## config.mk

```make
export PLATFORM = sky130hd
export DESIGN_NAME = pipe_hazard_ctrl
export DESIGN_NICKNAME = d
export VERILOG_FILES = /design/src/rtl/pipe_hazard_ctrl.sv
export SDC_FILE = /design/constraint.sdc
export NUM_CORES = 1
export LEC_CHECK = 0
export CAP_MARGIN = 20
export CORE_ASPECT_RATIO = 0.75
export CORE_UTILIZATION = 35
export DETAILED_ROUTE_END_ITERATION = 8
export PLACE_DENSITY = 0.8
export SYNTH_ARGS = -nofsm -noshare
export SYNTH_HDL_FRONTEND = slang
export SYNTH_SLANG_ARGS = --single-unit
```

## constraint.sdc

```tcl
create_clock -name CLK -period 2.7 [get_ports CLK]
set_clock_uncertainty 0.05 [all_clocks]
set_input_delay 0.405 -clock CLK [delete_from_list [all_inputs] [get_ports CLK]]
set_output_delay 0.405 -clock CLK [all_outputs]
set_load 0.05 [all_outputs]
```

## src/rtl/pipe_hazard_ctrl.sv

```systemverilog
// Pipeline hazard and sequencing controller for the five-stage core.
// Generates freeze (HLT), front-end stall, ID/EX bubble and IF/ID flush
// controls for load-use hazards, multi-cycle MAC occupancy, taken-branch
// redirects and data-memory wait states. Control outputs are combinational
// from state, cnt and the current inputs; the event counters are registered.
module pipe_hazard_ctrl #(
  parameter int unsigned CUS_LAT      = 3,
  parameter int unsigned FLUSH_CYCLES = 2
) (
  input  logic        CLK,
  input  logic        RES,
  input  logic [31:0] IF_ID_inst,
  input  logic [31:0] ID_EX_inst,
  input  logic        ID_EX_is_cus,
  input  logic        branch_taken,
  input  logic        MEM_READY,
  output logic        HLT,
  output logic        STALL_FE,
  output logic        BUBBLE_EX,
  output logic        FLUSH_ID,
  output logic [1:0]  ctrl_state,
  output logic [15:0] stall_cnt,
  output logic [15:0] flush_cnt
);

  localparam int unsigned CNT_W = 4;
  localparam int unsigned CTR_W = 16;

  localparam logic [6:0] OP_LOAD   = 7'b0000011;
  localparam logic [6:0] OP_OP     = 7'b0110011;
  localparam logic [6:0] OP_BRANCH = 7'b1100011;
  localparam logic [6:0] OP_STORE  = 7'b0100011;
  localparam logic [6:0] OP_CUS    = 7'b0001011;

  // A latency/flush length of 1 never leaves RUN, so the reload values are
  // only meaningful for the multi-cycle configurations.
  localparam bit CUS_MULTI   = (CUS_LAT > 1);
  localparam bit FLUSH_MULTI = (FLUSH_CYCLES > 1);
  localparam logic [CNT_W-1:0] CUS_INIT   = CUS_MULTI   ? CNT_W'(CUS_LAT - 2)      : '0;
  localparam logic [CNT_W-1:0] FLUSH_INIT = FLUSH_MULTI ? CNT_W'(FLUSH_CYCLES - 2) : '0;

  typedef enum logic [1:0] {
    ST_RUN   = 2'd0,
    ST_LDUSE = 2'd1,
    ST_CUS   = 2'd2,
    ST_FLUSH = 2'd3
  } state_t;

  state_t           state, state_nxt;
  logic [CNT_W-1:0] cnt, cnt_nxt;
  logic             hlt_c, stall_fe_c, bubble_c, flush_c;
  logic             ld_use_c;
  logic [6:0]       id_op, ex_op;
  logic [4:0]       id_rs2, ex_rd;

  // Only opcode, rs2 and rd take part in the hazard check.
  logic unused_inst_bits;
  assign unused_inst_bits = ^{IF_ID_inst[31:25], IF_ID_inst[19:7], ID_EX_inst[31:12]};

  assign id_op  = IF_ID_inst[6:0];
  assign id_rs2 = IF_ID_inst[24:20];
  assign ex_op  = ID_EX_inst[6:0];
  assign ex_rd  = ID_EX_inst[11:7];

  // Load in EX feeding rs2 of a consumer in ID; rs1 is forwarded by execute.
  always_comb begin
    ld_use_c = 1'b0;
    if ((ex_op == OP_LOAD) && (ex_rd != 5'd0) && (id_rs2 == ex_rd) &&
        ((id_op == OP_OP) || (id_op == OP_BRANCH) ||
         (id_op == OP_STORE) || (id_op == OP_CUS))) begin
      ld_use_c = 1'b1;
    end
  end

  // State and occupancy counter register.
  always_ff @(posedge CLK or posedge RES) begin
    if (RES) begin
      state <= ST_RUN;
      cnt   <= '0;
    end else begin
      state <= state_nxt;
      cnt   <= cnt_nxt;
    end
  end

  // Next-state and control decode; a memory wait freezes everything.
  always_comb begin
    state_nxt  = state;
    cnt_nxt    = cnt;
    hlt_c      = 1'b0;
    stall_fe_c = 1'b0;
    bubble_c   = 1'b0;
    flush_c    = 1'b0;
    if (!MEM_READY) begin
      hlt_c = 1'b1;
    end else begin
      unique case (state)
        ST_RUN: begin
          if (branch_taken) begin
            flush_c  = 1'b1;
            bubble_c = 1'b1;
            if (FLUSH_MULTI) begin
              state_nxt = ST_FLUSH;
              cnt_nxt   = FLUSH_INIT;
            end
          end else if (ID_EX_is_cus && CUS_MULTI) begin
            hlt_c     = 1'b1;
            state_nxt = ST_CUS;
            cnt_nxt   = CUS_INIT;
          end else if (ld_use_c) begin
            stall_fe_c = 1'b1;
            bubble_c   = 1'b1;
            state_nxt  = ST_LDUSE;
          end
        end
        ST_LDUSE: begin
          state_nxt = ST_RUN;
        end
        ST_CUS: begin
          if (cnt != '0) begin
            hlt_c   = 1'b1;
            cnt_nxt = cnt - CNT_W'(1);
          end else begin
            state_nxt = ST_RUN;
          end
        end
        ST_FLUSH: begin
          flush_c  = 1'b1;
          bubble_c = 1'b1;
          if (cnt == '0) begin
            state_nxt = ST_RUN;
          end else begin
            cnt_nxt = cnt - CNT_W'(1);
          end
        end
        default: begin
          state_nxt = ST_RUN;
          cnt_nxt   = '0;
        end
      endcase
    end
  end

  // Saturating stall and flush event counters.
  always_ff @(posedge CLK or posedge RES) begin
    if (RES) begin
      stall_cnt <= '0;
      flush_cnt <= '0;
    end else begin
      if ((hlt_c || stall_fe_c) && (stall_cnt != {CTR_W{1'b1}})) begin
        stall_cnt <= stall_cnt + CTR_W'(1);
      end
      if (flush_c && (flush_cnt != {CTR_W{1'b1}})) begin
        flush_cnt <= flush_cnt + CTR_W'(1);
      end
    end
  end

  // Reset forces every control low immediately, independent of the clock.
  assign HLT        = hlt_c      & ~RES;
  assign STALL_FE   = stall_fe_c & ~RES;
  assign BUBBLE_EX  = bubble_c   & ~RES;
  assign FLUSH_ID   = flush_c    & ~RES;
  assign ctrl_state = state;

endmodule

```

==> reports/metrics.cfg <==
[synthesis]
synth_warnings = 0
synth_edf_count = 0
netlist_area_um2 = 2270
synth_cell_types = 53
async_flop_share_pct = 100
synth_area_leaders = dfrtp_1 42%, xnor2_1 5.8%, ha_1 3.9%
ys_seq_area_share_pct = 41.9
synthCells = 228
synth_top_cell_by_area = dfrtp_1
yosysMostFrequentCell = dfrtp_1
synth_ff_type = dfrtp_1
syn_nets = 304
synth_top_area_share_pct = 41.9
synth_seq_cells = 38
synth_commonest_cells = 38 x dfrtp_1, 19 x nor2_1, 15 x xnor2_1
syn_area_per_cell_um2 = 9.95

[worst_setup_path]
start_kind = input port
rr_startpoint = cnt[0]
path_delay_family = simple AND/OR/NAND/NOR gates
worstPathMaxFanout = 2
rr_worst_depth = 9
critPathRequiredTime_ps = 2250
crit_chain = dlygate4sd2_1 -> or4_4 -> nor4_4 -> nand4_2 -> o21ai_2 -> nor4b_4 -> buf_12
rr_endpoint = stall_cnt[8]
cp_num_buf_inv = 2
arrival_ps = 2150
critPathKind = in -> out
r2r_slack_ps = 240
slowest_delay_ps = 430
slowest_stage = or4_4
endpoint_kind = output pin

[die]
coreArea_um2 = 6290
die_x_um = 95.0
fp.dieH_um = 71.7
dieArea_um2 = 6810
start_util_pct = 36.1
num_rows = 25
boundaryPins = 107

[final_layout]
fill_cells = 575
nets = 379
regArea_um2 = 951
syn2layout_area_growth_pct = 42.6
antenna_cells = 0
drive_gt1_share_pct = 14.8
multi_input_area_um2 = 1290

[power_and_ir_drop]
switching_power_mw = 1.16
total_power_mw = 2.66
p_leak_nw = 1.37
comb_power_share_pct = 50.9
peakVddDrop_v = 0.000496
clkPwrFrac_pct = 17.8
pwr-share-seq_pct = 31.4
power_density_nw_per_um2 = 823
sw_frac_of_total_pct = 43.7
p_int_mw = 1.50

[drt]
drt_wl_total_um = 5330
drt_iter0_drc = 82
postRouteAntennaNets = 0
wl_per_cell_um = 13.8
drc_errors = 0
drt-pass1-iter-count = 4
viasPerCell = 5.13
num_vias = 1976

[clock_network]
path_clk_slew_ps = 80
numCtsBuffers = 5
cts.sink_count = 38
hold_buffers = 0
cts-root-buf = clkbuf_8
cts_tree = built
ctsLongestPathBuffers = 2
htreeDepth = 2
clk_latency_ps = 290

[outcome]
status = complete, no violations

[hold_path]
hp-class = reg -> reg
hold_start = stall_cnt[7]
hold_path_depth = 1
hold_end = stall_cnt[7]

[sta]
slew_viol_final = 0
holdWs_ps = 449
period_share_pct = 96.6
setup_violations = 0
timing.fmax_mhz = 383
rsz0062_at_grt = no
relSlewSlack_pct = 59.8
period_needed_ps = 2610
hold_viol_final = 0
tightest_slew_ps = 597

[grt]
grt_max_degree = 39
grt_pass1_vias = 1969
antenna_found_initial = 0
grt_pass1_wl_um = 8880
grt-ovfl-total = 0
grt.total_usage_pct = 16.6

[flow_run]
drv_cap = 0

[placement]
dpl.hpwl_um = 4100
io_buffer_count = 66
globalplace.congestion = 0.827

## final cells by class
cell class	count	area share, %
multi-input cells	172	39.9
clock inverters	3	1.24
inverters	12	1.39
clock buffers	5	2.13
flip-flops and latches	38	29.4
well taps	81	3.13
repair buffers	74	22.8
## flip-flops by register name, summed over array words and instances, names as in the netlist
| register | count |
|---|---|
| flush_cnt | 16 |
| cnt | 4 |
| stall_cnt | 16 |
| ctrl_state | 2 |
## power by group through the flow
stage	Combinational (mW)	Sequential, mW	Clock (mW)
finish	1.35	0.835	0.473
global route	1.45	0.859	0.521
CTS	1.34	0.833	0.490
detailed placement	1.34	0.842	0
global placement	1.31	0.838	0
floorplan	0.595	1.17	0
## metrics by stage
stage          setup slack (ps)  area, um2  setup TNS, ps  utilization, %  cells
6_report                   90.9       3240              0            51.5    385
5_1_grt                    13.9       3240              0            51.5    385
4_1_cts                    18.5       3210              0            51.1    384
3_5_place_dp               -263       3110          -1630            49.4    376
3_3_place_gp               -167       3110           -924            49.4    376
2_1_floorplan              55.9       2300              0               -    228
## layer usage
layer	part of all wire, %	track usage, %	up-vias
met5	0	0	-
met4	1.4	4.88	0
met3	4.6	3.61	9
met2	46	26.5	48
met1	48	22.4	937
li1	-	-	982
## worst max path at each step
| stage | start | to | slack, ps | cells after the start |
|---|---|---|---|---|
| final | ID_EX_inst[4] | BUBBLE_EX | 90 | 7 |
| after detailed placement | ID_EX_inst[2] | BUBBLE_EX | -260 | 7 |
| after global placement | ID_EX_inst[2] | BUBBLE_EX | -170 | 7 |
| after CTS | ID_EX_inst[2] | BUBBLE_EX | 20 | 7 |
| after floorplan | ID_EX_inst[2] | BUBBLE_EX | 60 | 5 |
| after global routing | ID_EX_inst[8] | BUBBLE_EX | 10 | 7 |
## worst register-to-register path, stage by stage, from the launching register on
cell and delay (ps):
dfrtp_1 420, inv_1 70, ha_1 170, or3b_2 530, a221oi_4 330, buf_4 190
o21ai_4 70, buf_4 190, and3_2 210, a31oi_1 160
## cell families (layout without fill, tap and decap cells)
| kind of cell | Yosys count | after routing | share of synthesized area (%) |
|---|---|---|---|
| and+or+nand+nor | 93 | 93 | 23.8 |
| muxes | 5 | 5 | 2.65 |
| adders and majority gates | 7 | 7 | 3.86 |
| DFF | 38 | 38 | 41.9 |
| xor gates and xnor gates | 22 | 22 | 8.49 |
| buffers and inverters | 18 | 94 | 3.69 |
| AOI/OAI and AO/OA | 45 | 45 | 15.6 |
## cell usage in the layout (no fill, tap or decap), types with 4 or more instances in the layout
master           count
clkbuf_8             5
nand2_1             14
dfrtp_1             38
inv_1               12
nand3_1              9
xor2_1               7
and3_1              12
buf_4                9
clkdlybuf4s50_1     58
a21oi_1              6
xnor2_1             15
o21ai_0              8
and2_1               4
a31oi_1              8
nor2_1              18
nand2b_1             4
nand4_1              7
ha_1                 7
## repair_timing
item	4_1_cts	5_1_grt
gates resized for setup	5	7
setup buffers	0	1
pin swaps	4	4
endpoints found under the setup margin	2	2
Note: power is estimated with default switching activity, not from simulation.
